--- config.mk ---
export PLATFORM = sky130hd
export DESIGN_NAME = queue_counter_param_flat
export DESIGN_NICKNAME = d
export VERILOG_FILES = /design/src/rtl/queue_counter_param_if.sv /design/src/rtl/queue_counter_param.sv /design/src/flat_wrapper.sv
export SDC_FILE = /design/constraint.sdc
export NUM_CORES = 1
export LEC_CHECK = 0
export CORE_MARGIN = 4
export CORE_UTILIZATION = 51
export CTS_CLUSTER_DIAMETER = 120
export DETAILED_ROUTE_END_ITERATION = 6
export GPL_TIMING_DRIVEN = 0
export PLACE_DENSITY = 0.77
export SKIP_LAST_GASP = 1
export SLEW_MARGIN = 5
export SYNTH_ARGS = -nofsm -noshare
export SYNTH_HDL_FRONTEND = slang
export SYNTH_SLANG_ARGS = --single-unit
--- constraint.sdc ---
create_clock -name CLK -period 1.9 [get_ports CLK]
set_clock_uncertainty 0.2 [all_clocks]
set_input_delay 0.57 -clock CLK [delete_from_list [all_inputs] [get_ports CLK]]
set_output_delay 0.57 -clock CLK [all_outputs]
set_load 0.005 [all_outputs]
--- src/rtl/queue_counter_param_if.sv ---
`default_nettype none
// ============================================================================
//  Module   : queue_counter_param_if
//  Purpose  : Bundles the button inputs, clear and status outputs of the
//             BBqM occupancy counter.
//  Ports    : (interface signals)
//             Up, Down, Clear      - raw buttons and synchronous clear
//             Pcount               - current occupancy (CNT_W bits)
//             Empty_Flag, Full_Flag, Almost_Full_Flag - occupancy decodes
//             Alarm_Flag, Underflow_Flag             - sticky alarms
//             Up_Pulse, Down_Pulse                   - accepted-press pulses
//  Modports : master (drives buttons, reads status), slave (the counter)
//  Revision : 1.0 - initial release
// ============================================================================
interface queue_counter_param_if #(
  parameter int CNT_W = 3
) ();
  logic             Up;
  logic             Down;
  logic             Clear;
  logic [CNT_W-1:0] Pcount;
  logic             Empty_Flag;
  logic             Full_Flag;
  logic             Almost_Full_Flag;
  logic             Alarm_Flag;
  logic             Underflow_Flag;
  logic             Up_Pulse;
  logic             Down_Pulse;

  modport master (
    output Up, Down, Clear,
    input  Pcount, Empty_Flag, Full_Flag, Almost_Full_Flag,
    input  Alarm_Flag, Underflow_Flag, Up_Pulse, Down_Pulse
  );

  modport slave (
    input  Up, Down, Clear,
    output Pcount, Empty_Flag, Full_Flag, Almost_Full_Flag,
    output Alarm_Flag, Underflow_Flag, Up_Pulse, Down_Pulse
  );
endinterface
`default_nettype wire

--- src/rtl/queue_counter_param.sv ---
`default_nettype none
// ============================================================================
//  Module   : queue_counter_param
//  Purpose  : Single-clock occupancy counter for the BBqM queue manager.
//             Each push button is synchronised, debounced on a sampling tick
//             and edge-detected into a one-cycle pulse; the pulses move a
//             saturating counter with sticky overflow/underflow alarms.
//  Ports    : CLK   - system clock
//             reset - asynchronous active-low reset
//             bus   - queue_counter_param_if.slave (buttons, clear, status)
//  Revision : 1.0 - initial release
// ============================================================================
module queue_counter_param #(
  parameter int CNT_W       = 3,
  parameter int MAX_COUNT   = 7,
  parameter int ALMOST_FULL = 6,
  parameter int TICK_DIV    = 500000,
  parameter int DEB_TICKS   = 4
) (
  input  wire logic                  CLK,
  input  wire logic                  reset,
  queue_counter_param_if.slave       bus
);

  localparam int DIV_W  = $clog2(TICK_DIV);
  localparam int STAB_W = (DEB_TICKS > 1) ? $clog2(DEB_TICKS) : 1;

  localparam logic [DIV_W-1:0]  DIV_LAST  = DIV_W'(TICK_DIV - 1);
  localparam logic [STAB_W-1:0] STAB_LAST = STAB_W'(DEB_TICKS - 1);
  localparam logic [CNT_W-1:0]  CNT_MAX   = CNT_W'(MAX_COUNT);
  localparam logic [CNT_W-1:0]  CNT_AF    = CNT_W'(ALMOST_FULL);

  // --------------------------------------------------------------------------
  // Sampling tick: one-cycle enable every TICK_DIV clocks
  // --------------------------------------------------------------------------
  logic [DIV_W-1:0] div_cnt;
  logic             tick;

  assign tick = (div_cnt == DIV_LAST);

  always_ff @(posedge CLK or negedge reset) begin
    if (!reset) begin
      div_cnt <= '0;
    end else if (tick) begin
      div_cnt <= '0;
    end else begin
      div_cnt <= div_cnt + DIV_W'(1);
    end
  end

  // --------------------------------------------------------------------------
  // Per-button conditioning: bit 0 = Up, bit 1 = Down
  // --------------------------------------------------------------------------
  logic [1:0] raw_btn;
  logic [1:0] btn_pulse;

  assign raw_btn = {bus.Down, bus.Up};

  for (genvar i = 0; i < 2; i++) begin : g_btn
    logic              sync1;
    logic              sync2;
    logic              level;
    logic              level_d;
    logic              pulse_r;
    logic [STAB_W-1:0] stab_cnt;

    always_ff @(posedge CLK or negedge reset) begin
      if (!reset) begin
        sync1    <= 1'b0;
        sync2    <= 1'b0;
        level    <= 1'b0;
        level_d  <= 1'b0;
        pulse_r  <= 1'b0;
        stab_cnt <= '0;
      end else begin
        sync1   <= raw_btn[i];
        sync2   <= sync1;
        level_d <= level;
        // Registered rising-edge detect: high the cycle after level rises.
        pulse_r <= level & ~level_d;
        if (tick) begin
          if (sync2 == level) begin
            stab_cnt <= '0;
          end else if (stab_cnt == STAB_LAST) begin
            level    <= sync2;
            stab_cnt <= '0;
          end else begin
            stab_cnt <= stab_cnt + STAB_W'(1);
          end
        end
      end
    end

    assign btn_pulse[i] = pulse_r;
  end

  // --------------------------------------------------------------------------
  // Saturating occupancy counter with sticky alarms
  // --------------------------------------------------------------------------
  logic [CNT_W-1:0] pcount;
  logic             alarm;
  logic             underflow;
  logic             up_p;
  logic             dn_p;

  assign up_p = btn_pulse[0];
  assign dn_p = btn_pulse[1];

  always_ff @(posedge CLK or negedge reset) begin
    if (!reset) begin
      pcount    <= '0;
      alarm     <= 1'b0;
      underflow <= 1'b0;
    end else if (bus.Clear) begin
      pcount    <= '0;
      alarm     <= 1'b0;
      underflow <= 1'b0;
    end else if (up_p && !dn_p) begin
      if (pcount < CNT_MAX) begin
        pcount    <= pcount + CNT_W'(1);
        underflow <= 1'b0;
      end else begin
        alarm <= 1'b1;
      end
    end else if (dn_p && !up_p) begin
      if (pcount != '0) begin
        pcount <= pcount - CNT_W'(1);
        alarm  <= 1'b0;
      end else begin
        underflow <= 1'b1;
      end
    end
    // Simultaneous pulses cancel: nothing changes.
  end

  assign bus.Pcount           = pcount;
  assign bus.Empty_Flag       = (pcount == '0);
  assign bus.Full_Flag        = (pcount == CNT_MAX);
  assign bus.Almost_Full_Flag = (pcount >= CNT_AF);
  assign bus.Alarm_Flag       = alarm;
  assign bus.Underflow_Flag   = underflow;
  assign bus.Up_Pulse         = up_p;
  assign bus.Down_Pulse       = dn_p;

endmodule
`default_nettype wire

--- src/flat_wrapper.sv ---
// flat-port wrapper written by rule: the top's interface ports become plain ports
module queue_counter_param_flat 
#(
  parameter int CNT_W       = 3,
  parameter int MAX_COUNT   = 7,
  parameter int ALMOST_FULL = 6,
  parameter int TICK_DIV    = 500000,
  parameter int DEB_TICKS   = 4
)
  (CLK, reset, bus_Up, bus_Down, bus_Clear, bus_Pcount, bus_Empty_Flag, bus_Full_Flag, bus_Almost_Full_Flag, bus_Alarm_Flag, bus_Underflow_Flag, bus_Up_Pulse, bus_Down_Pulse);
  queue_counter_param_if #(.CNT_W(CNT_W)) bus_i ();
  input  wire logic CLK;
  input  wire logic reset;
  input wire logic [$bits(bus_i.Up)-1:0] bus_Up;
  input wire logic [$bits(bus_i.Down)-1:0] bus_Down;
  input wire logic [$bits(bus_i.Clear)-1:0] bus_Clear;
  output wire logic [$bits(bus_i.Pcount)-1:0] bus_Pcount;
  output wire logic [$bits(bus_i.Empty_Flag)-1:0] bus_Empty_Flag;
  output wire logic [$bits(bus_i.Full_Flag)-1:0] bus_Full_Flag;
  output wire logic [$bits(bus_i.Almost_Full_Flag)-1:0] bus_Almost_Full_Flag;
  output wire logic [$bits(bus_i.Alarm_Flag)-1:0] bus_Alarm_Flag;
  output wire logic [$bits(bus_i.Underflow_Flag)-1:0] bus_Underflow_Flag;
  output wire logic [$bits(bus_i.Up_Pulse)-1:0] bus_Up_Pulse;
  output wire logic [$bits(bus_i.Down_Pulse)-1:0] bus_Down_Pulse;
  assign bus_i.Up = bus_Up;
  assign bus_i.Down = bus_Down;
  assign bus_i.Clear = bus_Clear;
  assign bus_Pcount = bus_i.Pcount;
  assign bus_Empty_Flag = bus_i.Empty_Flag;
  assign bus_Full_Flag = bus_i.Full_Flag;
  assign bus_Almost_Full_Flag = bus_i.Almost_Full_Flag;
  assign bus_Alarm_Flag = bus_i.Alarm_Flag;
  assign bus_Underflow_Flag = bus_i.Underflow_Flag;
  assign bus_Up_Pulse = bus_i.Up_Pulse;
  assign bus_Down_Pulse = bus_i.Down_Pulse;
  queue_counter_param #(.CNT_W(CNT_W), .MAX_COUNT(MAX_COUNT), .ALMOST_FULL(ALMOST_FULL), .TICK_DIV(TICK_DIV), .DEB_TICKS(DEB_TICKS)) u_core (.CLK(CLK), .reset(reset), .bus(bus_i));
endmodule
==> results.cfg, run 1 <==
[logic_synthesis]
yosys.area.top_type = dfrtp_1
syn_area_per_cell_um2 = 10.5
netlist_top_cells_count = dfrtp_1, nor2_1, nand3_1
syn-instance-count = 174
async_flop_share = 1.00
synthTopCellsByArea = dfrtp_1, xor2_1, nor2_1
yosysMostFrequentCell = dfrtp_1
syn-num-nets = 183
syn_area_um2 = 1830
synth_warnings = 0
synth_top_area_share = 0.521
synth_seq_cells = 38
ys_seq_area_frac = 0.521
synth_cell_type_count = 39
ys.flop_type = dfrtp_1
synth-edff-count = 0

[grt]
grt_overflow = 0
grt.total_usage = 0.201
first_global_vias = 1502
use_met1 = 0.235
grt_use_met2 = 0.358
grt_busiest_layer = met2
grt_pass1_wl_um = 6840
grtUsageMet3 = 0.0509
grt_antenna_before_repair = 0
grt_max_degree = 39

[worst_setup_path]
r2r_cells = 4
crit_path_end = bus_Full_Flag
critPathLaunch = u_core.bus.Pcount[2]
r2r_end = u_core.div_cnt[0]
start_kind = register
timing.rr.start = u_core.div_cnt[6]
critPathRequiredTime_ns = 1.13
ff2ff_setup_slack_ns = -0.10
critPathKind = register to primary output
worst_ep_arrival_time_ns = 1.26
crit_fanout = 2
cp-end-kind = primary output

[cts]
root_buffer = clkbuf_4
clk_pin_slew_ns = 0.11
clkLatencyLatePin_ns = 0.35
clkSinkCount = 38
numCtsBuffers = 5
ctsLongestPathBuffers = 2
htreeDepth = 2
cts_tree = built

[drt]
wl_um = 4210
viasPerCell = 5.80
drt_pass1_iterations = 4
routedWlPerCell_um = 15.9
route.detailed.drc = 0
antenna_left = 0
drtIter0Drc = 53
vias = 1537

[sta]
setup_viol = 18
hold_viol_final = 0
setup_slack_ns = -0.133
fmax_mhz = 492
slew_violations = 0
period_share = 1.07
worstMarginPinSlew_ns = 0.799
grt_setup_unrepaired = true
relSlewSlack = 0.468
fin_crit_ns = 2.03

[cells_and_area]
finalNonFillerCells = 265
final-seq-area_um2 = 956
synthToLayoutAreaGrowth_pct = 31.0
utilization = 0.705
antenna_cells = 0
multiInputGateArea_um2 = 980
nFillCells = 234
finalNetCount = 227
drive_above_1_share = 0.361

[flow_run]
drv_cap = 0

[die]
io_pins = 15
die_h_um = 67.8
die_area_um2 = 4600
die_x_um = 67.8
start_util = 0.539
core_um2 = 3390
rows = 21

[placed_design]
io_buffers = 14
placed_cells = 234
place_congestion = 0.751
dpl.hpwl_um = 2470

[power_and_ir_drop]
p_total_w = 0.00128
leakage_nw = 1.09
power_density_nw_per_um2 = 536
ir_drop_uv = 432

[run_status]
status = finished, violations left
violations = setup timing

[worst_hold_path]
worstHoldPathType = input pin to async pin
-- worst min path at each step --
stage | from | endpoint | slack, ns | cells past startpoint
after global placement | u_core.g_btn[0].sync1 | u_core.g_btn[0].sync2 | 0.13 | 0
after detailed placement | u_core.g_btn[0].sync1 | u_core.g_btn[0].sync2 | 0.14 | 0
after global routing | reset | u_core.div_cnt[17] | 0.14 | 1
after floorplan | reset | u_core.bus.Alarm_Flag | 0.07 | 0
final | reset | u_core.div_cnt[3] | 0.10 | 1
after CTS | reset | u_core.div_cnt[16] | 0.12 | 1
-- repair_timing --
action,in CTS,in global routing
hold buffers,0,0
pin swaps,13,7
endpoints found under the setup margin,27,24
resized for setup,54,20
cloned,2,0
setup buffers,19,3
-- layer usage --
metal,up-vias,wire (um),part of all wire
met2,33,2260,0.54
met1,778,1710,0.41
li1,716,-,-
met3,10,175,0.042
met5,-,0,0
met4,0,66,0.016
-- metrics by stage --
step | TNS [ns] | setup slack (ns) | hold WS, ns | area (um2)
6_report | -1.35 | -0.133 | 0.103 | 2390
5_1_grt | -2.23 | -0.189 | 0.138 | 2390
4_1_cts | -1.18 | -0.157 | 0.119 | 2330
3_5_place_dp | -3.19 | -0.398 | 0.141 | 2030
3_3_place_gp | -28.78 | -0.695 | 0.132 | 2030
2_1_floorplan | -0.0998 | -0.0219 | 0.0744 | 1830
-- area by class of cell --
cell class / count / share of cell area
Buffer: 3 / 0.00628
Timing Repair Buffer: 36 / 0.120
Sequential cell: 38 / 0.400
Clock buffer: 6 / 0.0215
Tap cell: 46 / 0.0241
Inverter: 7 / 0.0131
Multi-Input combinational cell: 127 / 0.410
Clock inverter: 2 / 0.00523
-- critical path, cell delays in order, from the launching register on --
cell and delay [ns]:
dfrtp_2 0.43, buf_4 0.14, buf_4 0.13, nand3_4 0.06, inv_2 0.04, buf_2 0.11
-- registers in the layout (all words and copies together) (netlist names) --
name and cells:
u_core.g_btn.level 2, u_core.g_btn.sync2 2, u_core.bus.Down_Pulse 1, u_core.bus.Underflow_Flag 1
u_core.g_btn.sync1 2, u_core.bus.Alarm_Flag 1, u_core.div_cnt 19, u_core.g_btn.stab_cnt 4
u_core.g_btn.level_d 2, u_core.bus.Up_Pulse 1, u_core.bus.Pcount 3
-- cells by family after synthesis --
kind of cell | after synthesis | share of synthesized area
multiplexers | 3 | 0.0178
AO/OA/AOI/OAI | 30 | 0.104
adder cells (fa/ha/maj) | 4 | 0.0315
flip-flops | 38 | 0.521
XOR/XNOR | 16 | 0.0768
AND/OR/NAND/NOR | 72 | 0.221
buffers and inverters | 11 | 0.0274
-- report_power, final --
group	switching [W]	internal, W	leakage [nW]
Clock	0.000261	0.000178	0.0343
Sequential	0.00000206	0.000813	0.502
Combinational	0.0000202	0.00000824	0.554
Total	0.000283	0.000999	1.09
-- cell usage in the layout (no fill, tap or decap), types with 5 or more instances in the layout --
master / netlist / final
dfrtp_1: 38 / 34
nor2_1: 19 / 17
buf_4: 0 / 16
xor2_1: 10 / 10
nand3_1: 11 / 9
nand4_1: 7 / 7
clkbuf_4: 0 / 6
a21oi_1: 8 / 6
xnor2_1: 6 / 6
buf_6: 1 / 6
nand2_1: 6 / 5
No activity file was read; power rests on OpenSTA's default activity.
==> inputs of run 2 (changes only) <==
--- a/config.mk
+++ b/config.mk
@@ -7,2 +7,3 @@
 export LEC_CHECK = 0
+export CORE_ASPECT_RATIO = 0.8
 export CORE_MARGIN = 4
@@ -12,3 +13,3 @@
 export GPL_TIMING_DRIVEN = 0
-export PLACE_DENSITY = 0.77
+export PLACE_DENSITY = 0.82
 export SKIP_LAST_GASP = 1
==> constraint.sdc (replaced) <==
create_clock -name CLK -period 1.9 [get_ports CLK]
set_clock_uncertainty 0.2 [all_clocks]
set_input_delay 0.475 -clock CLK [delete_from_list [all_inputs] [get_ports CLK]]
set_output_delay 0.475 -clock CLK [all_outputs]
set_load 0.005 [all_outputs]
==> results.cfg, run 2 (same netlist as run 1, synthesis figures left out) <==
[run_status]
status = finished, violations left
violations = setup timing

[cts]
clkSinkCount = 38
post_cts_hold_buffer_count = 0
clk_pin_slew_ns = 0.08
htreeDepth = 2
cts_tree = built
ctsLongestPathBuffers = 2
root_buffer = clkbuf_8
numCtsBuffers = 5
clkLatencyLatePin_ns = 0.29

[worst_setup_path]
cp_cell_sequence = or4b_4 > or3_4 > buf_12 > nor2_4 > nor2_1
timing.rr.start = u_core.div_cnt[6]
crit_fanout = 6
worst_ep_arrival_time_ns = 2.04
path_buf_inv = 1
critPathRequiredTime_ns = 1.87
critPathSlowestCell = or4b_4
ff2ff_setup_slack_ns = -0.16
crit_family = simple AND/OR/NAND/NOR gates
r2r_end = u_core.div_cnt[0]
critPathKind = register to register
r2r_cells = 5
start_kind = register
cpPeakStageDelay_ns = 0.57
cp-end-kind = register

[grt]
grtUsageMet3 = 0.0522
grt_use_met2 = 0.357
grt_overflow = 0
grt_antenna_before_repair = 0
grt_pass1_wl_um = 7380
use_met1 = 0.264
first_global_vias = 1514
grt_max_degree = 39
grt.total_usage = 0.218
grt_busiest_layer = met2

[sta]
hold_viol_final = 0
tns_ns = -2.10
setup_viol = 17
relSlewSlack = 0.459
setup_slack_ns = -0.163
slew_violations = 0
fmax_mhz = 485
grt_setup_unrepaired = true
fin_crit_ns = 2.06
worstMarginPinSlew_ns = 0.812
period_share = 1.09

[die]
die_area_um2 = 4610
start_util = 0.530
rows = 19
die_x_um = 74.9
core_um2 = 3450
io_pins = 15
die_h_um = 61.5

[drt]
wl_um = 4650
antenna_left = 0
drtIter0Drc = 75
route.detailed.drc = 0
viasPerCell = 5.97
vias = 1559
drt_pass1_iterations = 4
routedWlPerCell_um = 17.8

[power_and_ir_drop]
p_total_w = 0.00141
power_density_nw_per_um2 = 583
leakage_nw = 1.13
ir_drop_uv = 637

[worst_hold_path]
worstHoldPathType = input pin to async pin

[cells_and_area]
final_cell_mix = dfrtp_1, nor2_1, buf_4
nFillCells = 243
regMostFlops = u_core.div_cnt
drive_above_1_share = 0.301
largest_reg_flops = 19
final-seq-area_um2 = 957
multiInputGateArea_um2 = 950
synthToLayoutAreaGrowth_pct = 32.8
antenna_cells = 0
final_common_cell = dfrtp_1
finalNetCount = 227

[placed_design]
dpl.hpwl_um = 2460
place_ws_ns = -0.254
io_buffers = 14
place_congestion = 0.859

[flow_run]
drv_cap = 0
run 2: cell count changes in the layout (fill, tap and decap cells not counted), moves of 2 or more:
cell and delta:
clkbuf_4 -6, clkbuf_8 +5, o21ai_2 -3, buf_2 -2, clkbuf_2 -2, clkdlybuf4s50_1 +2
o21ai_1 +2
run 2: worst reg2reg max path: cells and delay by family (launching register included):
| kind | cells | cell delay [ns] |
|---|---|---|
| buffers and inverters | 1 | 0.16 |
| flip-flops | 1 | 0.42 |
| AND/OR/NAND/NOR | 4 | 1.17 |
run 2: layout make-up:
class,count,share of cell area
Inverter,7,0.0129
Timing Repair Buffer,36,0.128
Tap cell,42,0.0217
Clock inverter,1,0.00206
Clock buffer,7,0.0356
Multi-Input combinational cell,126,0.392
Buffer,4,0.0134
Sequential cell,38,0.395
run 2: what timing repair did:
item | in CTS | in global routing
pin swaps | 13 | 4
gates cloned | 2 | 0
resized for setup | 36 | 17
setup buffers | 16 | 5
endpoints found under the setup margin | 24 | 22
run 2: stage by stage:
| stage | instance area [um2] | instances | util | hold slack [ns] |
|---|---|---|---|---|
| floorplan | 1830 | 174 | - | -0.0206 |
| global placement | 2030 | 230 | 0.588 | 0.134 |
| detailed placement | 2020 | 230 | 0.586 | 0.137 |
| CTS | 2340 | 256 | 0.678 | 0.100 |
| global route | 2420 | 261 | 0.703 | 0.137 |
| finish | 2420 | 261 | 0.703 | 0.0653 |
run 2: report_power, final:
| group | leakage [nW] | total [W] | switching [W] | internal, W |
|---|---|---|---|---|
| registers | 0.500 | 0.000816 | 0.00000333 | 0.000813 |
| logic | 0.579 | 0.0000290 | 0.0000208 | 0.00000824 |
| clock network | 0.0482 | 0.000569 | 0.000276 | 0.000293 |
run 2: layer usage:
layer  up-vias  wire length [um]  part of all wire
met3        20               238             0.051
li1        715                 -                 -
met5         -                 0                 0
met4         0               220             0.047
met1       767              1850              0.40
met2        57              2340              0.50
run 2: worst max path at each step:
stage          depth (start not counted)                 start  slack (ns)                          end
6_report                               5     u_core.div_cnt[6]       -0.16            u_core.div_cnt[0]
3_5_place_dp                           2  u_core.bus.Pcount[0]       -0.25               bus_Empty_Flag
3_3_place_gp                           1                 reset       -0.64         u_core.bus.Pcount[0]
4_1_cts                                4     u_core.div_cnt[6]       -0.10  u_core.g_btn[1].stab_cnt[1]
2_1_floorplan                          5     u_core.div_cnt[6]       -0.02  u_core.g_btn[0].stab_cnt[0]
5_1_grt                                5     u_core.div_cnt[6]       -0.19            u_core.div_cnt[8]
==> inputs of run 3 (changes only) <==
- CORE_UTILIZATION: 51 -> 60
- GPL_TIMING_DRIVEN: 0 -> default
- PLACE_DENSITY: 0.82 -> 0.9
- clock period: 1.9 -> 2.42 ns (I/O delays scaled with it)
==> results.cfg, run 3 (same netlist as run 1, synthesis figures left out) <==
[grt]
grt.total_usage = 0.215
first_global_vias = 1370
grt_max_degree = 39
grt_pass1_wl_um = 6600
grt_overflow = 0
grt_antenna_before_repair = 0

[cts]
post_cts_hold_buffer_count = 0
numCtsBuffers = 5
clkLatencyLatePin_ns = 0.30
cts-resized-gates = 0
clkSinkCount = 38
htreeDepth = 2
ctsLongestPathBuffers = 2
root_buffer = clkbuf_8
clk_pin_slew_ns = 0.08
cts_tree = built
cts_setup_buffers = 0

[sta]
fin_crit_ns = 2.40
slew_violations = 0
fmax_mhz = 416
grt_setup_unrepaired = true
setup_slack_ns = 0.0163
setup_viol = 0
hold_viol_final = 0
worstMarginPinSlew_ns = 0.562
period_share = 0.993
relSlewSlack = 0.624
fin_hold_ws_ns = 0.167

[cells_and_area]
finalNetCount = 204
finalNonFillerCells = 234
nFillCells = 176
largest_reg_flops = 19
final-seq-area_um2 = 955
drive_above_1_share = 0.102
synthToLayoutAreaGrowth_pct = 16.0
final_common_cell = dfrtp_1
multiInputGateArea_um2 = 825
utilization = 0.749
antenna_cells = 0
regMostFlops = u_core.div_cnt
final_cell_mix = dfrtp_1, nor2_1, clkdlybuf4s50_1

[worst_setup_path]
critPathKind = register to primary output
worst_ep_arrival_time_ns = 1.60
crit_fanout = 7
start_kind = register
critPathRequiredTime_ns = 1.62
cp-end-kind = primary output

[drt]
antenna_left = 0
viasPerCell = 6.30
drt_pass1_iterations = 4
drtIter0Drc = 217
routedWlPerCell_um = 16.8
route.detailed.drc = 0
vias = 1475
wl_um = 3930

[placed_design]
place_ws_ns = 0.131
dpl.hpwl_um = 2790
place_congestion = 0.832
placed_cells = 226
io_buffers = 14

[run_status]
status = complete, no violations

[flow_run]
drv_cap = 0

[power_and_ir_drop]
power_density_nw_per_um2 = 531
p_total_w = 0.00112
leakage_nw = 0.942
ir_drop_uv = 496

[die]
core_um2 = 2830
io_pins = 15
die_area_um2 = 3990
rows = 17
start_util = 0.645
die_x_um = 69.7
die_h_um = 57.3

[worst_hold_path]
worstHoldPathType = register to register
[run 3: changes by cell type in the layout (fill, tap and decap cells not counted), moves of 3 or more]
cell,before,now
inv_1,3,7
buf_4,17,4
clkdlybuf4s50_1,5,14
o31ai_2,3,0
dlygate4sd2_1,5,0
o31ai_1,3,6
o21ai_1,3,0
clkbuf_1,3,0
buf_6,5,0
nor3_1,2,5
o21ai_0,3,8
[run 3: cell type report]
cell class                 count  area share
clock buffer                   6      0.0390
sequential                    38       0.451
multi-input combinational    125       0.389
tap                           38      0.0224
inverter                       7      0.0124
timing repair buffer          18      0.0803
clock inverter                 2     0.00591
[run 3: final timing paths]
kind,depth (start not counted),end,slack (ns),start
worst max register to register,4,u_core.g_btn[0].stab_cnt[1],0.04,u_core.div_cnt[9]
min in group asynchronous,2,u_core.div_cnt[5],0.51,reset
worst min register to register,0,u_core.g_btn[1].sync2,0.17,u_core.g_btn[1].sync1
max in group asynchronous,2,u_core.bus.Pcount[2],1.16,reset
worst min-delay path,0,u_core.g_btn[1].sync2,0.17,u_core.g_btn[1].sync1
worst max-delay path,2,bus_Empty_Flag,0.02,u_core.bus.Pcount[0]
[run 3: worst max-delay path, cell delays in order (launching register included)]
cell             delay [ns]
dfrtp_2                0.45
nor3_1                 0.28
clkdlybuf4s50_1        0.57
[run 3: report_power, final]
part,switching (W),internal (W),total [W]
Clock,0.000232,0.000229,0.000461
Combinational,0.0000153,0.00000832,0.0000236
Sequential,0.00000178,0.000638,0.000640
[run 3: through the flow]
| step | setup TNS, ns | area, um2 |
|---|---|---|
| floorplan | 0 | 1830 |
| global placement | 0 | 2020 |
| detailed placement | 0 | 2020 |
| CTS | 0 | 2110 |
| global route | -0.0319 | 2120 |
| finish | 0 | 2120 |
[run 3: layer usage]
metal  share of wire  GRT usage  routed length, um  up-vias
met5               0          0                  0        -
met4           0.021      0.101                 84        0
met2            0.51      0.342               2010       59
met3           0.063     0.0563                249       11
li1                -          -                  -      661
met1            0.40      0.278               1590      744
